[config.mk]
export PLATFORM = sky130hd
export DESIGN_NAME = alu_ctrl_fsm
export DESIGN_NICKNAME = d
export VERILOG_FILES = /design/src/rtl/alu_ctrl_fsm.sv
export SDC_FILE = /design/constraint.sdc
export NUM_CORES = 1
export LEC_CHECK = 0
export ABC_AREA = 1
export BUFFER_PORTS_ARGS = -buffer_cell sky130_fd_sc_hd__buf_4
export CORE_MARGIN = 3
export CORE_UTILIZATION = 40
export CTS_CLUSTER_DIAMETER = 200
export DETAILED_ROUTE_END_ITERATION = 8
export PLACE_DENSITY = 0.67
export SLEW_MARGIN = 20
export SYNTH_ARGS = -nofsm -noshare
export SYNTH_HDL_FRONTEND = slang
export SYNTH_SLANG_ARGS = --single-unit
[constraint.sdc]
create_clock -name clk -period 3.74 [get_ports clk]
set_input_delay 0 -clock clk [delete_from_list [all_inputs] [get_ports clk]]
set_output_delay 0 -clock clk [all_outputs]
set_load 0.1 [all_outputs]
[src/rtl/alu_ctrl_fsm.sv]
// Multicycle control FSM for the reduced RISC-V core: fetch, decode, ALU control, memory and writeback.
// Define CTRL_PERF_CNT_EN to build the retired-instruction counter on instr_count.
module alu_ctrl_fsm #(
    parameter int WIDTH           = 32,
    parameter bit HALT_ON_ILLEGAL = 1'b1
) (
    input  logic             clk,
    input  logic             rst,
    input  logic [WIDTH-1:0] instr,
    input  logic             instr_valid,
    output logic             instr_req,
    input  logic             EQ,
    output logic [2:0]       ALUctrl,
    output logic             ALUsrc,
    output logic [1:0]       ImmSrc,
    output logic             MemRead,
    output logic             MemWrite,
    input  logic             mem_ready,
    output logic             ResultSrc,
    output logic             RegWrite,
    output logic             PCwrite,
    output logic             PCsrc,
    output logic             illegal,
    output logic [31:0]      instr_count
);
    typedef enum logic [2:0] {S_FETCH, S_DECODE, S_EXEC, S_MEM, S_WB, S_HALT} state_t;
    typedef enum logic [2:0] {C_ILL, C_ADDI, C_ADD, C_BEQ, C_BNE, C_LW, C_SW} cls_t;

    function automatic cls_t classify(input logic [6:0] op, input logic [2:0] f3, input logic [6:0] f7);
        cls_t c;
        c = C_ILL;
        case (op)
            7'b0010011: if (f3 == 3'b000) c = C_ADDI;
            7'b0110011: if (f3 == 3'b000 && f7 == 7'b0000000) c = C_ADD;
            7'b1100011: if (f3 == 3'b000) c = C_BEQ; else if (f3 == 3'b001) c = C_BNE;
            7'b0000011: if (f3 == 3'b010) c = C_LW;
            7'b0100011: if (f3 == 3'b010) c = C_SW;
            default: c = C_ILL;
        endcase
        return c;
    endfunction

    function automatic logic [2:0] alu_ctrl_of(input cls_t c);
        return (c == C_BEQ || c == C_BNE) ? 3'b001 : 3'b000;
    endfunction

    function automatic logic alu_src_of(input cls_t c);
        return (c == C_ADDI || c == C_LW || c == C_SW);
    endfunction

    function automatic logic [1:0] imm_src_of(input cls_t c);
        if (c == C_BEQ || c == C_BNE) return 2'b01;
        if (c == C_SW) return 2'b10;
        return 2'b00;
    endfunction

    state_t           state_q;
    logic [WIDTH-1:0] instr_q;
    logic             instr_req_q, illegal_q, alu_src_q, mem_read_q, mem_write_q;
    logic             reg_write_q, result_src_q;
    logic [2:0]       alu_ctrl_q;
    logic [1:0]       imm_src_q;

    cls_t cls, cls_in;
    logic is_br, is_mem, rd_nz;
    logic unused_fields;

    assign cls           = classify(instr_q[6:0], instr_q[14:12], instr_q[31:25]);
    assign cls_in        = classify(instr[6:0], instr[14:12], instr[31:25]);
    assign is_br         = (cls == C_BEQ) || (cls == C_BNE);
    assign is_mem        = (cls == C_LW) || (cls == C_SW);
    assign rd_nz         = (instr_q[11:7] != 5'd0);
    assign unused_fields = ^instr_q[24:15];

    // ALU operand controls are loaded with the instruction so they are stable from DECODE onwards.
    always_ff @(posedge clk or posedge rst) begin
        if (rst) begin
            state_q      <= S_FETCH;
            instr_q      <= '0;
            instr_req_q  <= 1'b1;
            illegal_q    <= 1'b0;
            alu_ctrl_q   <= 3'b000;
            alu_src_q    <= 1'b0;
            imm_src_q    <= 2'b00;
            mem_read_q   <= 1'b0;
            mem_write_q  <= 1'b0;
            reg_write_q  <= 1'b0;
            result_src_q <= 1'b0;
        end else begin
            case (state_q)
                S_FETCH: if (instr_valid) begin
                    state_q     <= S_DECODE;
                    instr_q     <= instr;
                    instr_req_q <= 1'b0;
                    alu_ctrl_q  <= alu_ctrl_of(cls_in);
                    alu_src_q   <= alu_src_of(cls_in);
                    imm_src_q   <= imm_src_of(cls_in);
                end
                S_DECODE: if (cls == C_ILL) begin
                    illegal_q <= 1'b1;
                    if (HALT_ON_ILLEGAL) begin
                        state_q <= S_HALT;
                    end else begin
                        state_q     <= S_FETCH;
                        instr_req_q <= 1'b1;
                    end
                end else begin
                    state_q <= S_EXEC;
                end
                S_EXEC: if (is_br) begin
                    state_q     <= S_FETCH;
                    instr_req_q <= 1'b1;
                    alu_ctrl_q  <= 3'b000;
                    alu_src_q   <= 1'b0;
                    imm_src_q   <= 2'b00;
                end else if (is_mem) begin
                    state_q     <= S_MEM;
                    mem_read_q  <= (cls == C_LW);
                    mem_write_q <= (cls == C_SW);
                end else begin
                    state_q      <= S_WB;
                    reg_write_q  <= rd_nz;
                    result_src_q <= 1'b0;
                end
                S_MEM: if (mem_ready) begin
                    mem_read_q  <= 1'b0;
                    mem_write_q <= 1'b0;
                    if (cls == C_LW) begin
                        state_q      <= S_WB;
                        reg_write_q  <= rd_nz;
                        result_src_q <= 1'b1;
                    end else begin
                        state_q     <= S_FETCH;
                        instr_req_q <= 1'b1;
                        alu_ctrl_q  <= 3'b000;
                        alu_src_q   <= 1'b0;
                        imm_src_q   <= 2'b00;
                    end
                end
                S_WB: begin
                    state_q      <= S_FETCH;
                    instr_req_q  <= 1'b1;
                    reg_write_q  <= 1'b0;
                    result_src_q <= 1'b0;
                    alu_ctrl_q   <= 3'b000;
                    alu_src_q    <= 1'b0;
                    imm_src_q    <= 2'b00;
                end
                S_HALT: state_q <= S_HALT;
                default: state_q <= S_FETCH;
            endcase
        end
    end

    // PC strobe depends on EQ and mem_ready in the same cycle, so it stays combinational.
    always_comb begin
        PCwrite = 1'b0;
        PCsrc   = 1'b0;
        case (state_q)
            S_DECODE: PCwrite = (cls == C_ILL) && !HALT_ON_ILLEGAL;
            S_EXEC: if (is_br) begin
                PCwrite = 1'b1;
                PCsrc   = (cls == C_BEQ) ? EQ : ~EQ;
            end
            S_MEM:  PCwrite = mem_ready && (cls == C_SW);
            S_WB:   PCwrite = 1'b1;
            default: PCwrite = 1'b0;
        endcase
    end

    assign instr_req = instr_req_q;
    assign illegal   = illegal_q;
    assign ALUctrl   = alu_ctrl_q;
    assign ALUsrc    = alu_src_q;
    assign ImmSrc    = imm_src_q;
    assign MemRead   = mem_read_q;
    assign MemWrite  = mem_write_q;
    assign RegWrite  = reg_write_q;
    assign ResultSrc = result_src_q;

`ifdef CTRL_PERF_CNT_EN
    logic [31:0] instr_count_q;
    always_ff @(posedge clk or posedge rst) begin
        if (rst)          instr_count_q <= '0;
        else if (PCwrite) instr_count_q <= instr_count_q + 32'd1;
    end
    assign instr_count = instr_count_q;
`else
    assign instr_count = '0;
`endif
endmodule

==> results of run 1 <==
==> metal layers <==
layer  global-route usage [%]  share of wire, %
met1                    16.33                40
met2                    26.60                53
met3                    4.289               6.5
met4                    3.952              0.57
met5                        0                 0
==> cells in the mapped netlist (2+ instances only) <==
cell type / number / area share (%)
mux2_1: 4 / 2.1
nand3_1: 11 / 2.6
o21ai_2: 2 / 0.81
nand2_1: 49 / 8.5
dfrtp_1: 33 / 38
nor3_1: 4 / 0.93
buf_4: 35 / 12
inv_2: 9 / 1.6
nand3_2: 6 / 2.8
clkbuf_1: 2 / 0.35
nand2_2: 6 / 1.7
a21oi_1: 8 / 1.9
o21ai_1: 2 / 0.46
inv_1: 30 / 5.2
nor2_2: 5 / 1.5
nand4_1: 7 / 2.0
o21ai_0: 8 / 1.9
nor2_4: 2 / 1.0
nor2_1: 27 / 4.7
mux2_2: 5 / 2.6
nor4_1: 2 / 0.58
o31ai_1: 2 / 0.70
==> worst reg2reg max path, cell delays in order, from the launching register on <==
cell	delay, ps
dfrtp_1	400
nor2_2	210
nand3_2	540
mux2_1	540
==> cell families (layout without fill, tap and decap cells) <==
logic type,Yosys count,after routing,synth area share (%)
and+or+nand+nor,122,122,28.38
other,1,34,0.1739
xor gates and xnor gates,1,1,0.4063
AOI/OAI and AO/OA,26,26,7.255
muxes,9,9,4.701
DFF,34,34,39.52
buffers and inverters,77,104,19.56
==> area by class of cell <==
type | instances | share of cell area [%]
tap | 70 | 3.274
sequential | 34 | 31.85
inverter | 39 | 5.472
clock buffer | 8 | 4.116
multi-input combinational | 192 | 37.60
timing repair buffer | 57 | 17.68
==> metrics by stage <==
step	utilization (%)	setup slack [ps]	cells	instance area (um^2)
after global routing	51.72	1738	400	2675
after CTS	51.72	1895	400	2675
after floorplan	-	644.2	303	2280
after detailed placement	46.11	1912	374	2385
final	51.72	1889	400	2675
after global placement	46.11	1918	374	2385
==> worst min path at each step <==
stage,startpoint,to,cells after the start
after floorplan,instr[10],instr_q[10],1
after global placement,rst,instr_q[11],3
after detailed placement,rst,instr_q[11],3
after CTS,instr[14],instr_q[14],3
after global routing,instr[14],instr_q[14],3
final,instr[14],instr_q[14],3
==> timing repair <==
item                      CTS  global route
gates resized for setup     0             0
buffers inserted            0             0
hold buffers               18             0
hold endpoints to repair   50             0
==> registers in the layout (all words and copies together), names as in the netlist <==
register   cells
RegWrite       1
ResultSrc      1
MemWrite       1
state_q        3
instr_req      1
instr_q       22
ImmSrc         2
ALUsrc         1
illegal        1
MemRead        1
==> report_power, final <==
part           switching [W]  total (W)  internal [W]
combinational       0.000619   0.000857      0.000238
sequential         0.0000854   0.000599      0.000513
clock               0.000129   0.000315      0.000186
==> summary.md, run 1 <==
| Metric | Value |
|---|---|
| Status | complete, no violations |
| Hold/Removal Path Class | in2reg |
| Unrepaired setup endpoints after global routing | no |
| Most frequent cells in the layout | 49 x nand2_1, 39 x buf_4, 34 x conb_1 |
| Buffers added on ports | 38 |
| Crit path max-delay family | simple AND/OR/NAND/NOR gates |
| Reg2reg path depth | 3 |
| Fill cells | 498 |
| FF-to-FF setup slack | 1940 ps |
| Final setup violation count | 0 |
| Vias | 1,805 |
| Initial antenna violation count | 0 |
| Site Rows | 26 |
| Core area | 5172 um^2 |
| Slowest cell on the critical path | dfrtp_1 |
| Yosys cell types | 33 |
| Number of synthesized flops with an enable pin | 0 |
| Fin nets | 366 |
| Detail Placement HPWL | 3241 um |
| DRC | 0 |
| Worst vdd ir | 289.5 uV |
| Most common cell after layout, fill and taps aside | nand2_1 |
| Clock tree buffer depth | 2 |
| Root buf cell | clkbuf_8 |
| Least-Margin Pin Slew | 644.8 ps |
| Crit path depth | 8 |
| Sink Count | 34 |
| GP Congestion | 0.9031 |
| Final hold vios | 0 |
| Main flop type after synthesis | dfrtp_1 |
| Leak | 1.418 nW |
| Setup crit start kind | flip-flop |
| # diodes | 0 |
| H-tree depth | 2 |
| Routed Antenna Nets | 0 |
| Post-layout min period | 1851 ps |
| DR WL/cell | 10.45 um |
| R2r startpoint | state_q[0] |
| Syn. warnings | 0 |
| Largest stage delay, worst path | 410 ps |
| Async SR Flop Fraction | 100.0% |
| Sequential area share after synthesis | 39.52% |
| Reg area | 852.1 um^2 |
| Pwr per Cell Area | 662.0 nW/um^2 |
| Max cap viols | 0 |
| Synth Cell Area | 2156 um^2 |
| DR vias/cell | 4.513 |
| WS Path Type | reg2out |
| Max Fclk | 540.1 MHz |
| Yosys reg bits | 34 |
| CP Buf/Inv Count | 2 |
| Vias in the first global route | 1,718 |
| Final hold slack | 19.32 ps |
| DIE WIDTH | 79.42 um |
| Arr. time, crit path | 1850 ps |
| Final Power | 0.001771 W |
| Tcrit/Tclk final | 49.50% |
| Layout cells sized above 1 | 25.76% |
| Multi-input combinational cell area | 1006 um^2 |
| Die area | 6307 um^2 |
| CP most frequent cell | nand2_1 |
| Die Ht | 79.42 um |
| Clk_lat worst skew | 280 ps |
| Worst path required time | 3740 ps |
| Starting density of the core | 41.68% |
| Slew HR | 56.96% |
| CTS Buf Count | 5 |
| Setup crit start | instr_q[4] |
| Synth-to-Final Area Change | 24.09% |
| Syn Inst Count | 270 |
| Total GRT Usage | 14.54% |
| CP Capture Type | primary output |
| R2r endpoint | instr_q[11] |
| DRT Pass-1 Iters | 5 |
| Mean Syn Cell Area | 7.985 um^2 |
| Largest net degree at the start of global routing | 36 |
| First-pass GRT wire length | 7238 um |
| GRT Residual Overflow | 0 |
| TritonCTS clock tree | yes |
| Setup TNS | 0 ps |
| Crit path to | PCwrite |
| Crit path cell chain | inv_2, nand2_2, nor2_2, nand3_2, nand2_1, nand2_1, o311ai_1, buf_4 |
| Final Max Slew Viols | 0 |
| I/O pins | 83 |
| Clock-pin slew on the worst setup and hold paths | 70 ps |
| Iter 0 DRT Violations | 76 |
| Crit Path Max Fanout | 5 |
| WL final | 4179 um |
| Clock Skews | 4.690 ps |
No activity file was read; power rests on OpenSTA's default activity.
==> run 2, diff against run 1 <==
PLACE_DENSITY = 0.7   (was 0.67)
clock period = 1.5 ns   (was 3.74 ns; I/O delays follow)
==> run 2 against run 1 <==
The flow now finishes with violations (hold timing, setup timing). Routed wire length increased by 20%. Largest power group unchanged. Clock power increased by 110%. Cell count increased by 7.8%. First-iteration DRC count increased by 5.3%. Largest cell class unchanged. Sequential power increased to 2.5 times the previous value. Sequential share of layout area decreased by 4.6 points. Clock skew increased by 2.7 ps. Combinational power increased to 3.4 times the previous value. Critical path type unchanged.
==> summary.md, run 2 (synthesized netlist as in run 1, its figures left out) <==
| Metric | Value |
|---|---|
| First-pass GRT wire length | 8252 um (was 7238 um) |
| Crit Path Max Fanout | 3 (was 5) |
| Leak | 1.644 nW (was 1.418 nW) |
| Cell Area, Placed | 2545 um^2 (was 2385 um^2) |
| FF-to-FF setup slack | -100 ps (was 1940 ps) |
| Fin util | 60.43% (was 51.72%) |
| Max FFs per register | 22 (unchanged) |
| Fin nets | 397 (was 366) |
| GP Congestion | 0.7932 (was 0.9031) |
| CP Buf/Inv Count | 2 (unchanged) |
| Worst vdd ir | 751.0 uV (was 289.5 uV) |
| Most frequent cells in the layout | 64 x buf_4, 39 x nand2_1, 34 x conb_1 (was 49 x nand2_1, 39 x buf_4, 34 x conb_1) |
| R2r endpoint | state_q[0] (was instr_q[11]) |
| Max cap viols | 0 (unchanged) |
| DR WL/cell | 11.59 um (was 10.45 um) |
| Post-route cell area | 3126 um^2 (was 2675 um^2) |
| Most common cell after layout, fill and taps aside | buf_4 (was nand2_1) |
| Final hold vios | 1 (was 0) |
| Setup slack after layout | -130.4 ps (was 1889 ps) |
| Core area | 5172 um^2 (unchanged) |
| Layout cells sized above 1 | 40.72% (was 25.76%) |
| Multi-input combinational cell area | 1197 um^2 (was 1006 um^2) |
| Slowest cell on the critical path | dfrtp_1 (unchanged) |
| Crit path cell chain | inv_2, nand2_4, nor2_4, nand3_2, nand2_4, nand2_4, o311ai_4, buf_12 (was inv_2, nand2_2, nor2_2, nand3_2, nand2_1, nand2_1, o311ai_1, buf_4) |
| Clk_lat worst skew | 290 ps (was 280 ps) |
| Final Power | 0.005046 W (was 0.001771 W) |
| Vias | 1,971 (was 1,805) |
| Unrepaired setup endpoints after global routing | yes (was no) |
| DIE WIDTH | 79.42 um (unchanged) |
| CTS Buf Count | 5 (unchanged) |
| Clock Skews | 7.429 ps (was 4.690 ps) |
| DRT Pass-1 Iters | 4 (was 5) |
| Failing checks | hold timing, setup timing |
| Clock tree buffer depth | 2 (unchanged) |
| Crit path max-delay family | simple AND/OR/NAND/NOR gates (unchanged) |
| Arr. time, crit path | 1630 ps (was 1850 ps) |
| Setup crit start kind | flip-flop (unchanged) |
| GRT Residual Overflow | 0 (unchanged) |
| Reg2reg path depth | 11 (was 3) |
| Root buf cell | clkbuf_8 (unchanged) |
| Setup crit start | instr_q[4] (unchanged) |
| WS Path Type | reg2out (unchanged) |
| Synth-to-Final Area Change | 44.98% (was 24.09%) |
| Vias in the first global route | 1,887 (was 1,718) |
| Busiest grt layer | met2 (unchanged) |
| # diodes | 0 (unchanged) |
| I/O pins | 83 (unchanged) |
| HP Start | instr[26] (was instr[14]) |
| DR vias/cell | 4.573 (was 4.513) |
| Hold/Removal Path Class | in2reg (unchanged) |
| Post-layout min period | 1630 ps |
| Buffers added on ports | 38 (unchanged) |
| M3 GR Usage | 3.386% (was 4.289%) |
| Register with the most flip-flops | instr_q (unchanged) |
| CP Capture Type | primary output (unchanged) |
| Hold depth | 3 (unchanged) |
| Site Rows | 26 (unchanged) |
| Final hold slack | -0.7269 ps (was 19.32 ps) |
| Sink Count | 34 (unchanged) |
| Met1 Use GR | 19.07% (was 16.33%) |
| Pwr per Cell Area | 1614 nW/um^2 (was 662.0 nW/um^2) |
| DRC | 0 (unchanged) |
| H-tree depth | 2 (unchanged) |
| Worst Hold End | instr_q[26] (was instr_q[14]) |
| Largest stage delay, worst path | 380 ps (was 410 ps) |
| Starting density of the core | 41.68% (unchanged) |
| Iter 0 DRT Violations | 80 (was 76) |
| Fill cells | 467 (was 498) |
| Max Fclk | 613.3 MHz |
| Die Ht | 79.42 um (unchanged) |
| Reg area | 853.3 um^2 (was 852.1 um^2) |
| Initial antenna violation count | 0 (unchanged) |
| Tcrit/Tclk final | 108.7% |
| R2r startpoint | instr_q[4] (was state_q[0]) |
| Worst path required time | 1500 ps (was 3740 ps) |
| Largest net degree at the start of global routing | 36 (unchanged) |
| TritonCTS clock tree | yes (unchanged) |
| Final Max Slew Viols | 0 (unchanged) |
| CP most frequent cell | nand2_4 (was nand2_1) |
| Status | finished, violations left (was complete, no violations) |
| Routed Antenna Nets | 0 (unchanged) |
| Clock-pin slew on the worst setup and hold paths | 70 ps (about the same) |
| Die area | 6307 um^2 (unchanged) |
| GR Layer Usage met2 | 30.05% (was 26.60%) |
| Final setup violation count | 12 (was 0) |
| Total GRT Usage | 16.68% (was 14.54%) |
| Detail Placement HPWL | 3416 um (was 3241 um) |
| WL final | 4997 um (was 4179 um) |
==> run 2: cell type report <==
cell class	instances	area share, %
Clock buffer	6	2.322
Tap cell	70	2.802
Timing Repair Buffer	88	24.26
Multi-Input combinational cell	192	38.31
Sequential cell	34	27.30
Clock inverter	2	0.3203
Inverter	39	4.684
==> run 2: worst max-delay path by stage <==
stage	cells past startpoint	slack, ps	end
2_1_floorplan	5	-160	PCwrite
3_3_place_gp	10	8	ImmSrc[1]
3_5_place_dp	10	-50	ImmSrc[1]
4_1_cts	8	-100	PCwrite
5_1_grt	7	-210	PCsrc
6_report	8	-130	PCwrite
==> run 2: metrics by stage <==
step	std cells	setup slack, ps	hold WS, ps	TNS (ps)
after detailed placement	388	-48.35	131.3	-191.5
final	431	-130.4	-0.7269	-701.7
after floorplan	303	-157.4	131.7	-157.4
after CTS	426	-99.40	0.4681	-382.0
after global placement	388	8.034	128.4	0
after global routing	431	-208.0	11.16	-2062
==> run 2: worst register-to-register path, cell delays in order (launching register included) <==
cell	delay, ps
dfrtp_1	380
inv_2	80
nand2_4	70
nor2_4	170
nand3_4	140
buf_6	150
nand2_2	50
nor2_2	40
nand4_1	140
nand4_1	120
nand2_1	100
nand2_1	60
==> run 2: repair_timing <==
action / CTS / global route
hold buffers: 15 / 0
buffers inserted: 15 / 7
resized for setup: 29 / 24
endpoints found under the setup margin: 11 / 14
endpoints found under the hold margin: 47 / 0
pin swaps: 19 / 21
==> run 2: per-layer routing <==
metal	vias up	wire length (um)
met2	67	2638
met1	920	1974
met4	0	112
met5	-	0
li1	970	-
met3	14	271
==> run 2: report_power, final <==
group | switching, W | total (W) | internal [W]
clock | 0.000327 | 0.000649 | 0.000321
sequential | 0.000215 | 0.00150 | 0.00128
combinational | 0.00185 | 0.00290 | 0.00105
total | 0.00240 | 0.00505 | 0.00265
==> run 3, diff against run 2 <==
ABC_AREA = 0   (was 1)
PLACE_DENSITY = 0.71   (was 0.7)
==> run 3 against run 2 <==
The run ends with setup timing left. Global-route usage rose by 0.78 points. Worst hold slack improved by 12 ps. Clock power rose by 33%.
==> summary.md, run 3 <==
| Metric | Value |
|---|---|
| Fin util | 67.90% (was 60.43%) |
| Detail Placement HPWL | 3345 um (was 3416 um) |
| First-pass GRT wire length | 8293 um (was 8252 um) |
| Site Rows | 25 (was 26) |
| Hold depth | 2 (was 3) |
| Final Power | 0.004505 W (was 0.005046 W) |
| Area leader, netlist | dfrtp_1 (unchanged) |
| Reg area | 852.1 um^2 (was 853.3 um^2) |
| Fin nets | 334 (was 397) |
| Max cap viols | 0 (unchanged) |
| Clock Skews | 4.969 ps (was 7.429 ps) |
| Final Max Slew Viols | 0 (unchanged) |
| Iter 0 DRT Violations | 43 (was 80) |
| Max Fclk | 475.6 MHz (was 613.3 MHz) |
| Setup crit start kind | flip-flop (unchanged) |
| R2r endpoint | ImmSrc[0] (was state_q[0]) |
| Clock tree buffer depth | 2 (unchanged) |
| DR vias/cell | 4.764 (was 4.573) |
| Clock-pin slew on the worst setup and hold paths | 70 ps (about the same) |
| Total GRT Usage | 17.46% (was 16.68%) |
| Final hold vios | 0 (was 1) |
| Arr. time, crit path | 2100 ps (was 1630 ps) |
| Multi-input combinational cell area | 1272 um^2 (was 1197 um^2) |
| Synth area leaders | dfrtp_1 40%, buf_4 13%, mux2_2 12% (was dfrtp_1 38%, buf_4 12%, nand2_1 8.5%) |
| Unrepaired setup endpoints after global routing | yes (unchanged) |
| Buffers added on ports | 38 (unchanged) |
| Pwr per Cell Area | 1369 nW/um^2 (was 1614 nW/um^2) |
| DRT Pass-1 Iters | 4 (unchanged) |
| Vias | 1,734 (was 1,971) |
| WS Path Type | reg2out (unchanged) |
| Number of synthesized flops with an enable pin | 0 (unchanged) |
| WL final | 5101 um (was 4997 um) |
| Die Ht | 77.67 um (was 79.42 um) |
| Die area | 6032 um^2 (was 6307 um^2) |
| Worst path required time | 1500 ps (about the same) |
| TritonCTS clock tree | yes (unchanged) |
| Routed Antenna Nets | 0 (unchanged) |
| Most frequent cells in the layout | 69 x buf_4, 34 x conb_1, 33 x dfrtp_1 (was 64 x buf_4, 39 x nand2_1, 34 x conb_1) |
| I/O pins | 83 (unchanged) |
| Max FFs per register | 22 (unchanged) |
| Status | finished, violations left (unchanged) |
| H-tree depth | 2 (unchanged) |
| Crit Path Max Fanout | 2 (was 3) |
| Most common cell after layout, fill and taps aside | buf_4 (unchanged) |
| Sequential area share after synthesis | 41.47% (was 39.52%) |
| CP Capture Type | primary output (unchanged) |
| Worst vdd ir | 908.3 uV (was 751.0 uV) |
| Core area | 4848 um^2 (was 5172 um^2) |
| Async SR Flop Fraction | 100.0% (unchanged) |
| Main flop type after synthesis | dfrtp_1 (unchanged) |
| DRC | 0 (unchanged) |
| Final setup violation count | 36 (was 12) |
| Synth-to-Final Area Change | 60.23% (was 44.98%) |
| FF-to-FF setup slack | -490 ps (was -100 ps) |
| Layout cells sized above 1 | 49.16% (was 40.72%) |
| Commonest cells post-synth | 36 x buf_4, 33 x dfrtp_1, 22 x mux2_2 (was 49 x nand2_1, 35 x buf_4, 33 x dfrtp_1) |
| Synth Cell Area | 2054 um^2 (was 2156 um^2) |
| Post-layout min period | 2102 ps (was 1630 ps) |
| Clk_lat worst skew | 280 ps (was 290 ps) |
| Vias in the first global route | 1,738 (was 1,887) |
| Failing checks | setup timing (was hold timing, setup timing) |
| DIE WIDTH | 77.67 um (was 79.42 um) |
| DR WL/cell | 14.01 um (was 11.59 um) |
| Share of the synthesized area in the top cell type | 40.19% (was 38.31%) |
| Hold/Removal Path Class | in2reg (unchanged) |
| HP Start | instr[5] (was instr[26]) |
| Leak | 1.549 nW (was 1.644 nW) |
| Tcrit/Tclk final | 140.2% (was 108.7%) |
| Setup TNS | -7601 ps (was -701.7 ps) |
| Slew HR | 64.43% |
| Root buf cell | clkbuf_8 (unchanged) |
| Worst Hold End | instr_q[5] (was instr_q[26]) |
| Yosys cell types | 51 (was 33) |
| Placed Cells | 327 (was 388) |
| Register with the most flip-flops | instr_q (unchanged) |
| Fill cells | 374 (was 467) |
| Post-Layout Cell Count | 364 (was 431) |
| Syn Inst Count | 193 (was 270) |
| Yosys reg bits | 34 (unchanged) |
| # diodes | 0 (unchanged) |
| Sink Count | 34 (unchanged) |
| R2r startpoint | instr_q[4] (unchanged) |
| Cell with the most instances after synthesis | buf_4 (was nand2_1) |
| Reg2reg path depth | 5 (was 11) |
| Starting density of the core | 42.37% (was 41.68%) |
| CTS Buf Count | 5 (unchanged) |
| GP Congestion | 0.8614 (was 0.7932) |
| Syn. warnings | 0 (unchanged) |
| Setup slack after layout | -602.4 ps (was -130.4 ps) |
| GRT Residual Overflow | 0 (unchanged) |
| Initial antenna violation count | 0 (unchanged) |
| Least-Margin Pin Slew | 528.7 ps |
| Mean Syn Cell Area | 10.64 um^2 (was 7.985 um^2) |
| Largest net degree at the start of global routing | 35 (was 36) |
[run 3: cell types whose count changed in the layout (fill, tap and decap cells not counted), sizes merged, moves of 5 or more]
cell	previous run	this run
buf	73	84
inv	39	5
mux2	9	25
nand2	55	8
nand3	17	6
nand4	7	0
nor2	35	5
nor2b	0	5
[run 3: logic make-up after synthesis]
group           share of synthesized area [%]
other cells                            0.1825
xor+xnor                               0.4264
simple gates                            17.97
compound gates                          10.48
flops                                   41.47
buf+inv                                 15.23
mux                                     14.25
[run 3: report_power, final]
part,internal [W],switching (W)
clock network,0.000531,0.000333
logic,0.000997,0.00125
registers,0.00120,0.000199
[run 3: timing repair]
item	in CTS	in global routing
endpoints found under the hold margin	51	0
pin swaps	12	9
buffers inserted	6	5
hold buffers	19	0
endpoints found under the setup margin	36	36
gates resized for setup	40	12
gates cloned	2	0
[run 3: layout make-up]
type | instances | area share (%)
inverter | 5 | 0.5701
tap | 67 | 2.547
clock inverter | 1 | 0.9122
clock buffer | 6 | 2.509
sequential | 34 | 25.88
multi-input combinational | 148 | 38.65
timing repair buffer | 103 | 28.92
[run 3: worst max-delay path by stage]
| stage | startpoint | endpoint |
|---|---|---|
| 3_5_place_dp | instr_q[3] | ImmSrc[0] |
| 4_1_cts | instr_q[4] | PCsrc |
| 5_1_grt | instr_q[4] | PCsrc |
| 2_1_floorplan | instr_q[3] | ImmSrc[0] |
| 6_report | instr_q[4] | PCsrc |
| 3_3_place_gp | instr_q[3] | ImmSrc[0] |
[run 3: worst max-delay path: stages, from the launching register on]
cell	delay, ps
dfrtp_1	400
or2_4	250
or2_1	240
or4_4	500
buf_6	140
nor2_4	110
buf_12	180
[run 3: per-layer routing]
metal	vias up	global-route usage (%)	part of all wire [%]
met4	0	6.228	1.5
met5	-	0	0
li1	833	-	-
met3	10	3.596	4.9
met1	831	21.64	40
met2	60	29.88	53
[run 3: stage by stage]
stage | hold slack, ps | setup slack [ps] | area [um^2]
global route | 7.852 | -658.9 | 3292
global placement | 120.3 | -401.7 | 2651
detailed placement | 130.3 | -433.2 | 2651
finish | 11.04 | -602.4 | 3292
floorplan | 140.9 | -446.1 | 2313
CTS | 4.232 | -586.6 | 3231
